**src/rtl/uart_pkg.sv**
```systemverilog
// Shared definitions for the uart_frame block: parity encodings, FSM states
// and small helpers used by both the RTL and the bench.
package uart_pkg;

  localparam int PAR_NONE = 0;
  localparam int PAR_EVEN = 1;
  localparam int PAR_ODD  = 2;

  typedef enum logic [2:0] {
    ST_IDLE,
    ST_START,
    ST_DATA,
    ST_PARITY,
    ST_STOP
  } uart_state_e;

  // Total bit periods in one transmitted frame.
  function automatic int frame_bits(input int data_bits, input int parity, input int stop_bits);
    return 1 + data_bits + ((parity != PAR_NONE) ? 1 : 0) + stop_bits;
  endfunction

  function automatic logic maj3(input logic a, input logic b, input logic c);
    return (a & b) | (a & c) | (b & c);
  endfunction

endpackage

```
**src/rtl/uart_bit_timer.sv**
```systemverilog
// Bit-period counter: runs 1..BAUD_CNT and wraps, with a tick on the last
// count and three sample strobes at the quarter points of the bit.
module uart_bit_timer #(
  parameter int BAUD_CNT = 16
) (
  input  logic        clk,
  input  logic        rst_n,
  input  logic        clear,
  input  logic        start,
  output logic [15:0] count,
  output logic        tick,
  output logic        smp_a,
  output logic        smp_b,
  output logic        smp_c
);

  localparam logic [15:0] LAST = 16'(BAUD_CNT);
  localparam logic [15:0] Q1   = 16'(BAUD_CNT / 4);
  localparam logic [15:0] Q2   = 16'(BAUD_CNT / 2);
  localparam logic [15:0] Q3   = 16'((3 * BAUD_CNT) / 4);

  // NOTE: non-blocking assignments so every flop samples pre-edge values.
  always_ff @(posedge clk or negedge rst_n) begin
    if (!rst_n)                      count <= '0;
    else if (clear)                  count <= '0;
    else if (start || count == LAST) count <= 16'd1;
    else if (count != '0)            count <= count + 16'd1;
  end

  assign tick  = (count == LAST);
  assign smp_a = (count == Q1);
  assign smp_b = (count == Q2);
  assign smp_c = (count == Q3);

endmodule

```
**src/rtl/uart_frame.sv**
```systemverilog
// Full-duplex UART with configurable width, parity and stop bits, valid/ready
// byte interfaces, an RX hold register and RX error flags.
module uart_frame
  import uart_pkg::*;
#(
  parameter int CLK_FREQ  = 1000000,
  parameter int BAUD_RATE = 62500,
  parameter int DATA_BITS = 8,
  parameter int PARITY    = 0,
  parameter int STOP_BITS = 1
) (
  input  logic                 iCLK,
  input  logic                 iRST_N,
  input  logic                 iRX,
  output logic                 oTX,
  input  logic                 iTVALID,
  output logic                 oTREADY,
  input  logic [DATA_BITS-1:0] iTDATA,
  output logic                 oRVALID,
  input  logic                 iRREADY,
  output logic [DATA_BITS-1:0] oRDATA,
  output logic                 oPERR,
  output logic                 oFERR,
  output logic                 oOVR
);

  localparam int         BAUD_CNT  = CLK_FREQ / BAUD_RATE;
  localparam bit         PAR_EN    = (PARITY != PAR_NONE);
  localparam bit         PAR_INV   = (PARITY == PAR_ODD);
  localparam bit         TWO_STOP  = (STOP_BITS == 2);
  localparam logic [2:0] LAST_IDX  = 3'(DATA_BITS - 1);

  // ---------------- receiver ----------------
  logic [1:0]           rx_sync;
  logic                 line;
  uart_state_e          rx_state, rx_state_n;
  logic                 rx_start, rx_clear, rx_done, rx_hs;
  logic                 rx_tick, rx_sa, rx_sb, rx_sc;
  logic [15:0]          rx_count_unused;
  logic [1:0]           rx_smp;
  logic                 rx_bit, rx_par;
  logic [2:0]           rx_idx;
  logic [DATA_BITS-1:0] rx_shift;

  always_ff @(posedge iCLK or negedge iRST_N) begin
    if (!iRST_N) rx_sync <= 2'b11;
    else         rx_sync <= {rx_sync[0], iRX};
  end
  assign line = rx_sync[1];

  uart_bit_timer #(.BAUD_CNT(BAUD_CNT)) u_rx_timer (
    .clk(iCLK), .rst_n(iRST_N), .clear(rx_clear), .start(rx_start),
    .count(rx_count_unused), .tick(rx_tick), .smp_a(rx_sa), .smp_b(rx_sb), .smp_c(rx_sc)
  );

  // NOTE: defaults first so no path leaves a signal unassigned (no latch).
  always_comb begin
    rx_state_n = rx_state;
    rx_start   = 1'b0;
    rx_done    = 1'b0;
    case (rx_state)
      ST_IDLE:   if (!line) begin rx_start = 1'b1; rx_state_n = ST_START; end
      ST_START:  if (rx_tick) rx_state_n = rx_bit ? ST_IDLE : ST_DATA;
      ST_DATA:   if (rx_tick && rx_idx == LAST_IDX) rx_state_n = PAR_EN ? ST_PARITY : ST_STOP;
      ST_PARITY: if (rx_tick) rx_state_n = ST_STOP;
      ST_STOP:   if (rx_tick) begin rx_done = 1'b1; rx_state_n = line ? ST_IDLE : ST_START; end
      default:   rx_state_n = ST_IDLE;
    endcase
  end

  assign rx_clear = (rx_state == ST_IDLE) && !rx_start;
  assign rx_hs    = oRVALID && iRREADY;

  always_ff @(posedge iCLK or negedge iRST_N) begin
    if (!iRST_N) begin
      rx_state <= ST_IDLE;
      rx_smp   <= 2'b11;
      rx_bit   <= 1'b1;
      rx_par   <= 1'b0;
      rx_idx   <= '0;
      rx_shift <= '0;
    end else begin
      rx_state <= rx_state_n;
      if (rx_sa) rx_smp[0] <= line;
      if (rx_sb) rx_smp[1] <= line;
      if (rx_sc) rx_bit    <= maj3(rx_smp[0], rx_smp[1], line);
      if (rx_state == ST_START) rx_idx <= '0;
      else if (rx_state == ST_DATA && rx_tick) begin
        rx_idx   <= rx_idx + 3'd1;
        rx_shift <= {rx_bit, rx_shift[DATA_BITS-1:1]};
      end
      if (rx_state == ST_PARITY && rx_tick) rx_par <= rx_bit;
    end
  end

  // A completing frame lands in the hold register only if it is free or being
  // emptied this cycle; otherwise it is dropped and the overrun flag sticks.
  always_ff @(posedge iCLK or negedge iRST_N) begin
    if (!iRST_N) begin
      // NOTE: the hold register is reset because oRDATA has a defined reset value.
      oRVALID <= 1'b0;
      oRDATA  <= '0;
      oPERR   <= 1'b0;
      oFERR   <= 1'b0;
      oOVR    <= 1'b0;
    end else begin
      if (rx_done && (!oRVALID || rx_hs)) begin
        oRVALID <= 1'b1;
        oRDATA  <= rx_shift;
        oPERR   <= PAR_EN && (rx_par ^ (^rx_shift) ^ PAR_INV);
        oFERR   <= ~rx_bit;
      end else if (rx_hs) begin
        oRVALID <= 1'b0;
      end
      if (rx_done && oRVALID && !rx_hs) oOVR <= 1'b1;
      else if (rx_hs)                   oOVR <= 1'b0;
    end
  end

  // ---------------- transmitter ----------------
  uart_state_e          tx_state, tx_state_n;
  logic                 tx_hs, tx_clear, tx_tick, tx_last_stop, tx_n;
  logic [15:0]          tx_count_unused;
  logic [2:0]           tx_smp_unused;
  logic [DATA_BITS-1:0] tx_shift;
  logic                 tx_par, tx_stop;
  logic [2:0]           tx_idx;

  uart_bit_timer #(.BAUD_CNT(BAUD_CNT)) u_tx_timer (
    .clk(iCLK), .rst_n(iRST_N), .clear(tx_clear), .start(tx_hs),
    .count(tx_count_unused), .tick(tx_tick),
    .smp_a(tx_smp_unused[0]), .smp_b(tx_smp_unused[1]), .smp_c(tx_smp_unused[2])
  );

  assign tx_last_stop = (tx_state == ST_STOP) && tx_tick && (tx_stop == TWO_STOP);
  assign oTREADY      = (tx_state == ST_IDLE) || tx_last_stop;
  assign tx_hs        = iTVALID && oTREADY;
  assign tx_clear     = (tx_state == ST_IDLE) && !tx_hs;

  // tx_n is the line value for the bit that starts on the coming edge.
  always_comb begin
    tx_state_n = tx_state;
    tx_n       = oTX;
    case (tx_state)
      ST_IDLE: if (tx_hs) begin tx_state_n = ST_START; tx_n = 1'b0; end
      ST_START: if (tx_tick) begin tx_state_n = ST_DATA; tx_n = tx_shift[0]; end
      ST_DATA: if (tx_tick) begin
        if (tx_idx == LAST_IDX) begin
          tx_state_n = PAR_EN ? ST_PARITY : ST_STOP;
          tx_n       = PAR_EN ? tx_par : 1'b1;
        end else begin
          tx_n = tx_shift[1];
        end
      end
      ST_PARITY: if (tx_tick) begin tx_state_n = ST_STOP; tx_n = 1'b1; end
      ST_STOP: if (tx_last_stop) begin
        tx_state_n = tx_hs ? ST_START : ST_IDLE;
        tx_n       = ~tx_hs;
      end
      default: begin tx_state_n = ST_IDLE; tx_n = 1'b1; end
    endcase
  end

  always_ff @(posedge iCLK or negedge iRST_N) begin
    if (!iRST_N) begin
      tx_state <= ST_IDLE;
      oTX      <= 1'b1;
      tx_shift <= '0;
      tx_par   <= 1'b0;
      tx_stop  <= 1'b0;
      tx_idx   <= '0;
    end else begin
      tx_state <= tx_state_n;
      oTX      <= tx_n;
      if (tx_hs) begin
        tx_shift <= iTDATA;
        tx_par   <= (^iTDATA) ^ PAR_INV;
      end else if (tx_state == ST_DATA && tx_tick) begin
        tx_shift <= {1'b0, tx_shift[DATA_BITS-1:1]};
      end
      if (tx_state == ST_START)                 tx_idx <= '0;
      else if (tx_state == ST_DATA && tx_tick)  tx_idx <= tx_idx + 3'd1;
      if (tx_state != ST_STOP)                  tx_stop <= 1'b0;
      else if (tx_tick)                         tx_stop <= ~tx_stop;
    end
  end

endmodule

```
**config.mk**
```make
export PLATFORM = sky130hd
export DESIGN_NAME = uart_frame
export DESIGN_NICKNAME = d
export VERILOG_FILES = /design/src/rtl/uart_pkg.sv /design/src/rtl/uart_bit_timer.sv /design/src/rtl/uart_frame.sv
export SDC_FILE = /design/constraint.sdc
export NUM_CORES = 1
export LEC_CHECK = 0
export BUFFER_PORTS_ARGS = -buffer_cell sky130_fd_sc_hd__buf_2
export CORE_AREA = 2 2 97 99
export DETAILED_ROUTE_END_ITERATION = 7
export DIE_AREA = 0 0 99 101
export HOLD_SLACK_MARGIN = 0.02
export PLACE_DENSITY = 0.72
export SKIP_CTS_REPAIR_TIMING = 1
export SLEW_MARGIN = 20
export SYNTH_ARGS = -nofsm -noshare
export SYNTH_HDL_FRONTEND = slang
export SYNTH_HIERARCHICAL = 1
export SYNTH_SLANG_ARGS = --single-unit
```
**constraint.sdc**
```tcl
create_clock -name iCLK -period 4.6 [get_ports iCLK]
set_clock_uncertainty 0.05 [all_clocks]
set_input_delay 0.23 -clock iCLK [delete_from_list [all_inputs] [get_ports iCLK]]
set_output_delay 0.23 -clock iCLK [all_outputs]
set_load 0.005 [all_outputs]
```
* Word level (Yosys, flattened, before mapping)
Index checks and enable logic that the tools add are counted.
** Operators by class
- Reduce and logical (&&, ||, !) cells :: 36
- Equal/unequal tests :: 27
- $add $sub $neg :: 4
- Multiplexer cells :: 44
- Bitwise logic cells :: 9
** Operator list (number)
- $mux W16 :: 6
- $mux W3 :: 15
- $add A16 B1 Y16 const B :: 2
- $eq A16 B4 Y1 const B :: 2
- $eq A16 B5 Y1 const B :: 2
- $reduce_bool A16 Y1 :: 2
- $pmux W3 S5 :: 2
- $ne A2 B2 Y1 const B :: 11
- $mux W1 :: 17
- $eq A16 B3 Y1 const B :: 1
- $mux W8 :: 2
- $eq A3 B2 Y1 const B :: 4
- $eq A3 B3 Y1 const B :: 4
- $logic_and A1 B1 Y1 :: 12
- $reduce_bool A2 Y1 :: 6
- $reduce_and A5 Y1 :: 2
- $add A3 B1 Y3 const B :: 2
- $eq A3 B1 Y1 const B :: 2
- $logic_not A3 Y1 :: 2
- $reduce_and A6 Y1 :: 1
- $reduce_bool A3 Y1 :: 2
- $pmux W1 S5 :: 1
- $logic_not A1 Y1 :: 4
- $logic_or A1 B1 Y1 :: 4
- other kinds (6) :: 12
** Storage, ports and cells
- Output and inout bits :: 14
- Input port bits :: 13
- Logic and storage cells :: 138
- Flip-flop bits (word level) :: 78

* Longest topological paths before layout
Gate-level depths: netlist (run 1).
- Depth in word-level cells :: 8
- Mapped depth :: 10
- Depth with buffers taken out :: 9

* Cells and area by module
Netlist (run 1), hierarchy kept.
** Modules (own cells, without submodules)
- uart_frame :: instances 1, cells each 169, sequential area each 1158.6 um^2, area an instance 2157.1 um^2
- uart_bit_timer (u_tx_timer) :: instances 1, cells each 101, sequential area each 400.4 um^2, area an instance 970.9 um^2
- uart_bit_timer (u_rx_timer) :: instances 1, cells each 102, sequential area each 400.4 um^2, area an instance 958.4 um^2

* Least setup slack after synthesis (run 1)
OpenSTA, ideal clock, no wires.
- Kind :: flip-flop to flip-flop
- Start point :: register u_tx_timer.count[0]
- End point :: register u_tx_timer.count[10]
- Arrival :: 2.604 ns
- Slack :: 1.827 ns
- Setup time :: 0.119 ns
- Clock period less this slack :: 2.773 ns
- Data required time :: 4.431 ns
- Path buffers :: 1
- Stages on the path, launching flop included :: 11
- Cell sequence :: dfrtp_1 inv_1 ha_1 nor4b_1 and4b_4 and3_1 nand2b_2 a2111oi_4 a311o_4 buf_6 nor2_2
** On the way
- Word-level cells in the longest chain between the ends :: 8
- Elaborated cells between the ends (all ways) :: 14
- Classes of those cells :: add/sub (1); eq/ne (1); mux (3); reduce/logical (9)
** RTL lines
- from (decl) :: line uart_bit_timer.sv:10 : output logic [15:0] count,
- from (signal assigned) :: line uart_bit_timer.sv:27 : else if (count != '0) count <= count + 16'd1;
- $eq A16 B5 Y1 * :: line uart_bit_timer.sv:30 : assign tick = (count == LAST);
- via tx_tick :: line uart_frame.sv:122 : logic tx_hs, tx_clear, tx_tick, tx_last_stop, tx_n;
- $logic_and A1 B1 Y1 * (2 in a row) :: line uart_frame.sv:135 : assign tx_last_stop = (tx_state == ST_STOP) && tx_tick && (tx_stop == TWO_STOP);
- $logic_or A1 B1 Y1 * :: line uart_frame.sv:136 : assign oTREADY = (tx_state == ST_IDLE) || tx_last_stop;
- $logic_and A1 B1 Y1 * :: line uart_frame.sv:137 : assign tx_hs = iTVALID && oTREADY;
- via tx_hs :: line uart_frame.sv:122
- $logic_or A1 B1 Y1 or $logic_not A1 Y1 (tied branches) :: line uart_bit_timer.sv:26, uart_frame.sv:138
- $mux W16 or $logic_and A1 B1 Y1 (tied branches) :: line uart_bit_timer.sv:26, uart_frame.sv:138
- $mux W16 or $reduce_bool A3 Y1 (tied branches)
Mark *: on every way through the listed nets, which the timed path passes. The rest lies on a longest branch. The select of a mux whose other input is x is not followed.
A chain may end at the register's enable or synchronous reset.

* Worst setup path after layout (run 1)
- Start point :: register u_tx_timer.count[0]
- End point :: register u_tx_timer.count[13]
The elaborated chain is that of the path after synthesis.

==> results.sh, run 1 <==
export IMPL_vias=2769
export IMPL_wl_per_cell_um=14.5
export IMPL_max_freq_mhz=313
export IMPL_grt_util_all_layers_pct=16.2
export IMPL_drt_wl_total_um=7300
export IMPL_grt_setup_unrepaired="false"
export IMPL_start_util_pct=45.2
export IMPL_power_switching_w=0.000768
export IMPL_switching_share_pct=36.3
export IMPL_drcViolationCount=0
export IMPL_firstDrtPassIters=4
export IMPL_diodes=0
export IMPL_violations="hold timing"
export IMPL_drtIter0Drc=91
export IMPL_rows=35
export IMPL_min_period_ns=3.20
export IMPL_synth_nets=388
export IMPL_final_setup_viol_count=0
export IMPL_layout_nets=409
export IMPL_cp_data_arrival_time_ns=3.39
export IMPL_p_comb_share_pct=27.2
export IMPL_nFillCells=794
export IMPL_cp_start_kind="flip-flop"
export IMPL_max_slew_margin_pct=36.6
export IMPL_synthesis_area_um2=4060
export IMPL_multi_input_area_um2=1940
export IMPL_finalMaxSlewViolations=0
export IMPL_cts_sinks=78
export IMPL_whs_ns=-0.0223
export IMPL_grt_pass1_vias=2883
export IMPL_maxCapViolCount=0
export IMPL_setup_slack_ns=1.40
export IMPL_die_x_um=99
export IMPL_critPathKind="flip-flop to flip-flop"
export IMPL_fin_setup_tns_ns=0
export IMPL_grt_remaining_overflow=0
export IMPL_ir_drop_mv=0.264
export IMPL_core_area_um2=8980
export IMPL_tightest_slew_ns=0.951
export IMPL_syn_avg_cell_area_um2=11.1
export IMPL_clk_latency_ns=0.36
export IMPL_p_clk_share_pct=25.3
export IMPL_internal_power_w=0.00135
export IMPL_period_share_pct=69.6
export IMPL_grt_max_degree=79
export IMPL_viasPerCell=5.49
export IMPL_hold_viol_final=72
export IMPL_io_buffers=25
export IMPL_place_detailed_hpwl_um=4920
export IMPL_p_leak_nw=1.96
export IMPL_drive_gt1_share_pct=26.5
export IMPL_h_tree_depth=3
export IMPL_yosysWarnings=6
export IMPL_cts_root_buf="clkbuf_8"
export IMPL_place_congestion=0.828
export IMPL_fp_dieH_um=101
export IMPL_cts_tree="yes"
export IMPL_power_density_nw_per_um2=475
export IMPL_stdcell_count=504
export IMPL_grt_pass1_wl_um=13100
export IMPL_numCtsBuffers=9
export IMPL_crit_path_max_fanout=14
export IMPL_critPathCaptureType="flip-flop"
export IMPL_pin_count=27
export IMPL_antenna_found_initial=0
export IMPL_syn_to_final_growth_pct=9.83
export IMPL_postRouteAntennaNets=0
export IMPL_postSynthCellCount=367
export IMPL_clk_pin_slew_ns=0.08
export IMPL_status="finished with violations"
export IMPL_pwr_share_seq_pct=47.5
export IMPL_register_area_um2=1960
export IMPL_min_path_type="input pin to async pin"
export IMPL_floorplan_die_area_um2=10000
export IMPL_place_ws_ns=1.43
export IMPL_dp_cells=486
export IMPL_clk_path_buf_depth=2
export IMPL_crit_required_ns=4.79
worst paths after layout:
kind	from	endpoint	slack [ns]	depth (start not counted)
max in group asynchronous	iRST_N	tx_state[2]	3.93	1
min in group iCLK	iTDATA[4]	tx_shift[4]	0.05	2
setup reg to reg	u_tx_timer/count[0]	u_tx_timer/count[13]	1.40	9
hold reg to reg	rx_sync[0]	rx_sync[1]	0.31	0
hold / removal	iRST_N	u_tx_timer/count[6]	-0.02	1
setup / recovery	u_tx_timer/count[0]	u_tx_timer/count[13]	1.40	9
registers in the layout, indices dropped and copies added (netlist names), 3 cells and up:
signal            flops
rx_idx                3
u_rx_timer/count     16
tx_idx                3
u_tx_timer/count     16
rx_state              3
oRDATA                8
tx_shift              8
tx_state              3
rx_shift              8
power groups by stage:
stage | clock network [W] | registers, W | logic, W
global placement | 0 | 0.00101 | 0.000548
detailed placement | 0 | 0.00102 | 0.000577
floorplan | 0 | 0.000905 | 0.000566
global route | 0.000578 | 0.00104 | 0.000648
finish | 0.000535 | 0.00101 | 0.000576
CTS | 0.000552 | 0.00101 | 0.000580
critical path, stage by stage, from the launching register on:
cell and delay [ns]:
dfrtp_1 0.44, inv_1 0.12, ha_1 0.18, nor4b_1 0.24, and4b_4 0.31, and3_1 0.29
nand2b_2 0.14, a2111oi_4 0.84, a311o_4 0.38, nor2_1 0.09
stage by stage:
stage	power (W)	cell area [um2]	utilization (%)	hold WS, ns
detailed placement	0.00160	4230	47.2	0.297
finish	0.00212	4460	49.7	-0.0223
floorplan	0.00147	4060	-	-0.116
CTS	0.00214	4440	49.4	-0.0927
global route	0.00226	4460	49.7	0.0403
global placement	0.00156	4230	47.2	0.297
metal layers:
layer / GRT usage, % / routed length (um)
met5: 0 / 0
met4: 4.85 / 85
met3: 5.55 / 260
met2: 26.7 / 3540
met1: 20.2 / 3410
final cells by class:
class | count | area share, %
Sequential cell | 78 | 43.9
Timing Repair Buffer | 28 | 3.48
Inverter | 16 | 1.35
Tap cell | 111 | 3.11
Multi-Input combinational cell | 255 | 43.5
Clock buffer | 9 | 2.78
Clock inverter | 7 | 1.82
layout by cell type (no fill, tap or decap), types with 2 or more instances in the layout:
master,instances
o31ai_1,2
nand3_1,9
dlygate4sd3_1,2
nand4_1,9
or3_1,3
dfstp_2,6
and3b_1,3
nor2b_1,5
o2111ai_1,2
o2bb2ai_1,7
nor2_2,10
dfrtp_1,72
nor3_1,15
clkbuf_8,9
and3_1,3
o21ai_0,4
xnor2_1,20
ha_1,8
a211o_1,2
nand2_1,15
a21oi_1,6
inv_1,16
nor4b_1,6
inv_6,2
nor4_1,14
a22oi_1,2
xor2_1,5
clkinv_4,3
buf_2,24
nor2_1,26
mux2_2,33
a211oi_1,4
nand2b_1,7
mux2i_1,4
buf_4,2
nand4_4,2
Power figures use the tool's default switching activity.
==> run 2, diff against run 1 <==
--- a/config.mk
+++ b/config.mk
@@ -5,12 +5,13 @@
 export SDC_FILE = /design/constraint.sdc
 export NUM_CORES = 1
 export LEC_CHECK = 0
+export ABC_AREA = 1
 export BUFFER_PORTS_ARGS = -buffer_cell sky130_fd_sc_hd__buf_2
-export CORE_AREA = 2 2 97 99
+export CORE_AREA = 2 2 98 100
 export DETAILED_ROUTE_END_ITERATION = 7
-export DIE_AREA = 0 0 99 101
+export DIE_AREA = 0 0 100 102
 export HOLD_SLACK_MARGIN = 0.02
-export PLACE_DENSITY = 0.72
+export PLACE_DENSITY = 0.75
 export SKIP_CTS_REPAIR_TIMING = 1
 export SLEW_MARGIN = 20
 export SYNTH_ARGS = -nofsm -noshare
==> constraint.sdc (replaced) <==
create_clock -name iCLK -period 2.9 [get_ports iCLK]
set_clock_uncertainty 0.05 [all_clocks]
set_input_delay 0.145 -clock iCLK [delete_from_list [all_inputs] [get_ports iCLK]]
set_output_delay 0.145 -clock iCLK [all_outputs]
set_load 0.005 [all_outputs]
==> results.sh, run 2 <==
export IMPL_reg_top3="u_rx_timer/count: 16 flops, u_tx_timer/count: 16 flops"
export IMPL_reg2reg_from="u_tx_timer/count[0]"
export IMPL_hold_viol_final=0
export IMPL_syn_avg_cell_area_um2=8.16
export IMPL_p_total_w=0.00245
export IMPL_path_cells="inv_1 -> ha_1 -> nand3_2 -> nor2_1 -> nand2_2 -> inv_1 -> nand2_1 -> nand2_1 -> nand3_2 -> inv_1 -> inv_1 -> nand2_4 -> inv_1 -> nand3_1 -> nor2_1"
export IMPL_p_leak_nw=2.31
export IMPL_max_freq_mhz=426
export IMPL_start_util_pct=45.9
export IMPL_min_path_type="input pin to flip-flop"
export IMPL_nFillCells=874
export IMPL_drive_gt1_share_pct=17.5
export IMPL_wl_per_cell_um=11.8
export IMPL_yosysWarnings=6
export IMPL_syn_to_final_growth_pct=11.3
export IMPL_rows=35
export IMPL_multi_input_area_um2=1910
export IMPL_critPathKind="flip-flop to flip-flop"
export IMPL_pin_count=27
export IMPL_drcViolationCount=0
export IMPL_vias=3306
export IMPL_cts_root_buf="clkbuf_8"
export IMPL_tightest_slew_ns=0.965
export IMPL_max_slew_margin_pct=35.6
export IMPL_place_congestion=0.888
export IMPL_ir_drop_mv=0.250
export IMPL_status="finished, final reports clean"
export IMPL_cpPeakStageDelay_ns=0.43
export IMPL_power_switching_w=0.000752
export IMPL_p_clk_share_pct=32.6
export IMPL_fin_setup_tns_ns=0
export IMPL_cp_data_arrival_time_ns=2.54
export IMPL_cp_slowest_cell="dfrtp_1"
export IMPL_final_cell_mix="nand2_1 (123), dfrtp_1 (72), nor2_1 (70)"
export IMPL_drtIter0Drc=168
export IMPL_grt_setup_unrepaired="false"
export IMPL_die_x_um=100
export IMPL_regToRegEndpoint="u_tx_timer/count[14]"
export IMPL_h_tree_depth=3
export IMPL_final_setup_viol_count=0
export IMPL_cts_sinks=78
export IMPL_clk_path_buf_depth=2
export IMPL_whs_path_depth=3
export IMPL_diodes=0
export IMPL_synth_nets=533
export IMPL_rr_worst_depth=15
export IMPL_fin_util_pct=51.1
export IMPL_firstDrtPassIters=6
export IMPL_grt_pass1_wl_um=13900
export IMPL_finalMaxSlewViolations=0
export IMPL_grt_max_degree=79
export IMPL_antenna_found_initial=0
export IMPL_critPathCaptureType="flip-flop"
export IMPL_crit_required_ns=3.10
export IMPL_min_to="tx_shift[2]"
export IMPL_cp_start_kind="flip-flop"
export IMPL_layout_nets=569
export IMPL_p_comb_share_pct=16.9
export IMPL_clk_latency_ns=0.36
export IMPL_switching_share_pct=30.7
export IMPL_clk_pin_slew_ns=0.08
export IMPL_final_common_cell="nand2_1"
export IMPL_min_period_ns=2.35
export IMPL_place_detailed_hpwl_um=5630
export IMPL_grt_pass1_vias=3137
export IMPL_power_density_nw_per_um2=527
export IMPL_crit_path_max_fanout=16
export IMPL_crit_path_frequent_cell="inv_1"
export IMPL_drt_wl_total_um=7860
export IMPL_viasPerCell=4.98
export IMPL_numCtsBuffers=9
export IMPL_grt_remaining_overflow=0
export IMPL_holdCritStartpoint="iTDATA[2]"
export IMPL_floorplan_die_area_um2=10200
export IMPL_synthesis_area_um2=4180
export IMPL_r2r_slack_ns=0.55
export IMPL_internal_power_w=0.00170
export IMPL_core_area_um2=9110
export IMPL_postRouteAntennaNets=0
export IMPL_period_share_pct=80.9
export IMPL_register_area_um2=1960
export IMPL_fp_dieH_um=102
export IMPL_cts_tree="yes"
export IMPL_maxCapViolCount=0
export IMPL_pwr_share_seq_pct=50.5
export IMPL_postSynthCellCount=512
export IMPL_grt_util_all_layers_pct=17.2
export IMPL_io_buffers=25
## run 2: worst max-delay path by stage
stage                        startpoint                   end  cells after the start
CTS                 u_tx_timer/count[0]  u_tx_timer/count[14]                     15
detailed placement  u_tx_timer/count[0]  u_tx_timer/count[14]                     15
global placement    u_tx_timer/count[0]  u_tx_timer/count[14]                     15
finish              u_tx_timer/count[0]  u_tx_timer/count[14]                     15
floorplan           u_tx_timer/count[0]  u_tx_timer/count[14]                     15
global route        u_tx_timer/count[0]   u_tx_timer/count[0]                     14
## run 2: critical path, delay by kind of cell (launching register included)
| kind | cells | cell delay, ns |
|---|---|---|
| AND/OR/NAND/NOR | 9 | 1.00 |
| adder cells (fa/ha/maj) | 1 | 0.17 |
| buffers and inverters | 5 | 0.59 |
| flip-flops | 1 | 0.43 |
## run 2: layer usage
metal	track usage, %	part of all wire (%)	vias up
li1	-	-	1703
met1	22.2	47	1520
met2	27.1	46	68
met3	4.17	4.3	15
met4	8.75	2.7	0
met5	0	0	-
## run 2: per-stage QoR
step	instances	area, um2	setup WS (ns)	hold WS (ns)
after global routing	664	4650	0.281	0.0214
after detailed placement	641	4390	0.571	0.201
after global placement	641	4390	0.682	0.200
final	664	4650	0.553	0.00857
after CTS	657	4580	0.541	-0.183
after floorplan	512	4180	0.984	-0.201
## run 2: layout make-up
class | count | share of cell area [%]
multi-input combinational | 360 | 41.1
inverter | 67 | 5.46
clock inverter | 6 | 1.35
timing repair buffer | 32 | 4.25
sequential | 78 | 42.1
tap | 111 | 2.99
clock buffer | 10 | 2.74
## run 2: power by group through the flow
stage / sequential (W) / clock, W / combinational [W]
2_1_floorplan: 0.00124 / 0 / 0.000316
3_3_place_gp: 0.00125 / 0 / 0.000392
3_5_place_dp: 0.00126 / 0 / 0.000405
4_1_cts: 0.00124 / 0.000826 / 0.000408
5_1_grt: 0.00125 / 0.000878 / 0.000474
6_report: 0.00124 / 0.000799 / 0.000415
==> run 3, diff against run 2 <==
--- a/config.mk
+++ b/config.mk
@@ -5,13 +5,13 @@
 export SDC_FILE = /design/constraint.sdc
 export NUM_CORES = 1
 export LEC_CHECK = 0
-export ABC_AREA = 1
+export ABC_AREA = 0
 export BUFFER_PORTS_ARGS = -buffer_cell sky130_fd_sc_hd__buf_2
-export CORE_AREA = 2 2 98 100
+export CORE_AREA = 2 2 97 99
 export DETAILED_ROUTE_END_ITERATION = 7
-export DIE_AREA = 0 0 100 102
+export DIE_AREA = 0 0 99 101
 export HOLD_SLACK_MARGIN = 0.02
-export PLACE_DENSITY = 0.75
+export PLACE_DENSITY = 0.72
 export SKIP_CTS_REPAIR_TIMING = 1
 export SLEW_MARGIN = 20
 export SYNTH_ARGS = -nofsm -noshare
==> constraint.sdc (replaced) <==
create_clock -name iCLK -period 2.25 [get_ports iCLK]
set_clock_uncertainty 0.05 [all_clocks]
set_input_delay 0.1125 -clock iCLK [delete_from_list [all_inputs] [get_ports iCLK]]
set_output_delay 0.1125 -clock iCLK [all_outputs]
set_load 0.005 [all_outputs]
==> results.sh, run 3 (synthesis results as in run 1) <==
export IMPL_setup_slack_ns=-0.252
export IMPL_min_path_type="input pin to flip-flop"
export IMPL_p_clk_share_pct=24.2
export IMPL_path_cells="inv_2 -> ha_4 -> nor4b_4 -> and4b_4 -> and3_4 -> buf_6 -> nand2b_4 -> a2111oi_4 -> buf_6 -> mux2_4"
export IMPL_cts_sinks=78
export IMPL_max_freq_mhz=400
export IMPL_p_comb_share_pct=36.6
export IMPL_dp_cells=534
export IMPL_drive_gt1_share_pct=39.3
export IMPL_place_detailed_hpwl_um=5460
export IMPL_place_ws_ns=-0.257
export IMPL_p_leak_nw=2.35
export IMPL_layout_nets=474
export IMPL_grt_remaining_overflow=0
export IMPL_start_util_pct=45.2
export IMPL_grt_max_degree=42
export IMPL_antenna_found_initial=0
export IMPL_hold_viol_final=0
export IMPL_final_cell_mix="dfrtp_1 (72), buf_4 (49), buf_2 (24)"
export IMPL_place_congestion=0.829
export IMPL_cp_slowest_cell="dfrtp_1"
export IMPL_postRouteAntennaNets=0
export IMPL_finalMaxSlewViolations=0
export IMPL_final_setup_viol_count=26
export IMPL_floorplan_die_area_um2=10000
export IMPL_ir_drop_mv=0.552
export IMPL_pin_count=27
export IMPL_grt_setup_unrepaired="true"
export IMPL_critPathLaunch="u_tx_timer/count[0]"
export IMPL_power_switching_w=0.00171
export IMPL_vias=3146
export IMPL_design_area_um2=5240
export IMPL_h_tree_depth=3
export IMPL_crit_path_max_fanout=8
export IMPL_clk_latency_ns=0.35
export IMPL_switching_share_pct=33.6
export IMPL_nFillCells=700
export IMPL_critPathCaptureType="flip-flop"
export IMPL_placed_area_um2=4630
export IMPL_clk_path_buf_depth=2
export IMPL_numCtsBuffers=9
export IMPL_p_total_w=0.00510
export IMPL_cts_root_buf="clkbuf_8"
export IMPL_rows=35
export IMPL_grt_pass1_vias=2985
export IMPL_violations="setup timing"
export IMPL_reg_top3="u_rx_timer/count: 16 flops, u_tx_timer/count: 16 flops"
export IMPL_max_slew_margin_pct=45.2
export IMPL_fp_dieH_um=101
export IMPL_core_area_um2=8980
export IMPL_drtIter0Drc=133
export IMPL_stdcell_count=569
export IMPL_io_buffers=25
export IMPL_fin_util_pct=58.3
export IMPL_tightest_slew_ns=0.810
export IMPL_viasPerCell=5.53
export IMPL_reg2reg_from="u_tx_timer/count[0]"
export IMPL_grt_util_all_layers_pct=17.0
export IMPL_cts_tree="yes"
export IMPL_period_share_pct=111
export IMPL_final_common_cell="dfrtp_1"
export IMPL_min_period_ns=2.50
export IMPL_wl_per_cell_um=15.0
export IMPL_cpPeakStageDelay_ns=0.39
export IMPL_cp_start_kind="flip-flop"
export IMPL_crit_path_frequent_cell="buf_6"
export IMPL_critPathKind="flip-flop to flip-flop"
export IMPL_crit_required_ns=2.44
export IMPL_clk_pin_slew_ns=0.08
export IMPL_grt_pass1_wl_um=13800
export IMPL_drcViolationCount=0
export IMPL_holdCritStartpoint="iTVALID"
export IMPL_firstDrtPassIters=4
export IMPL_diodes=0
export IMPL_die_x_um=99
export IMPL_internal_power_w=0.00338
export IMPL_syn_to_final_growth_pct=29.0
export IMPL_status="finished with violations"
export IMPL_cp_data_arrival_time_ns=2.69
export IMPL_drt_wl_total_um=8530
export IMPL_maxCapViolCount=0
export IMPL_power_density_nw_per_um2=974
export IMPL_pwr_share_seq_pct=39.3
run 3: cell count changes in the layout (fill, tap and decap cells not counted), sizes merged, moves of 20 or more:
cell,previous run,this run
nor2,84,36
nand3,38,10
o21ai,24,4
inv,67,16
nand2,131,15
mux2,0,33
buf,25,81
run 3: layer usage:
layer / vias to the layer above / track usage (%) / part of all wire, %
li1: 1494 / - / -
met1: 1563 / 22.2 / 44
met2: 75 / 28.0 / 50
met3: 14 / 4.37 / 4.1
met4: 0 / 4.95 / 1.6
met5: - / 0 / 0
run 3: critical path, delay by kind of cell, from the launching register on:
| kind | cells | cell delay [ns] |
|---|---|---|
| simple gates | 4 | 0.73 |
| fa+ha+maj | 1 | 0.13 |
| flops | 1 | 0.39 |
| mux | 1 | 0.31 |
| compound gates | 1 | 0.38 |
| buf+inv | 3 | 0.39 |
run 3: power groups by stage:
stage               sequential [W]  clock, W  combinational (W)
detailed placement         0.00201         0            0.00150
global route               0.00205   0.00133            0.00203
finish                     0.00200   0.00123            0.00186
CTS                        0.00198   0.00126            0.00151
floorplan                  0.00185         0            0.00118
global placement           0.00199         0            0.00145
run 3: layout make-up:
cell class / instances / area (um2) / area share (%)
Sequential cell: 78 / 1960 / 37.4
Clock inverter: 4 / 95.1 / 1.82
Inverter: 16 / 60.1 / 1.15
Timing Repair Buffer: 92 / 706 / 13.5
Multi-Input combinational cell: 256 / 2140 / 40.9
Clock buffer: 12 / 135 / 2.58
Tap cell: 111 / 139 / 2.65
run 3: stage by stage:
| step | hold slack, ns | setup TNS [ns] |
|---|---|---|
| finish | 0.0860 | -5.30 |
| global route | 0.0607 | -8.49 |
| CTS | -0.321 | -6.75 |
| detailed placement | 0.0619 | -4.27 |
| global placement | 0.0602 | -2.48 |
| floorplan | -0.233 | -6.39 |
run 3: worst paths after layout:
kind	end	slack, ns	cells past startpoint
setup / recovery	tx_shift[3]	-0.25	10
hold / removal	tx_shift[0]	0.09	3
setup reg to reg	tx_shift[3]	-0.25	10
hold reg to reg	rx_sync[1]	0.32	0
max in group asynchronous	rx_bit	1.29	3
min in group asynchronous	u_rx_timer/count[12]	0.21	2
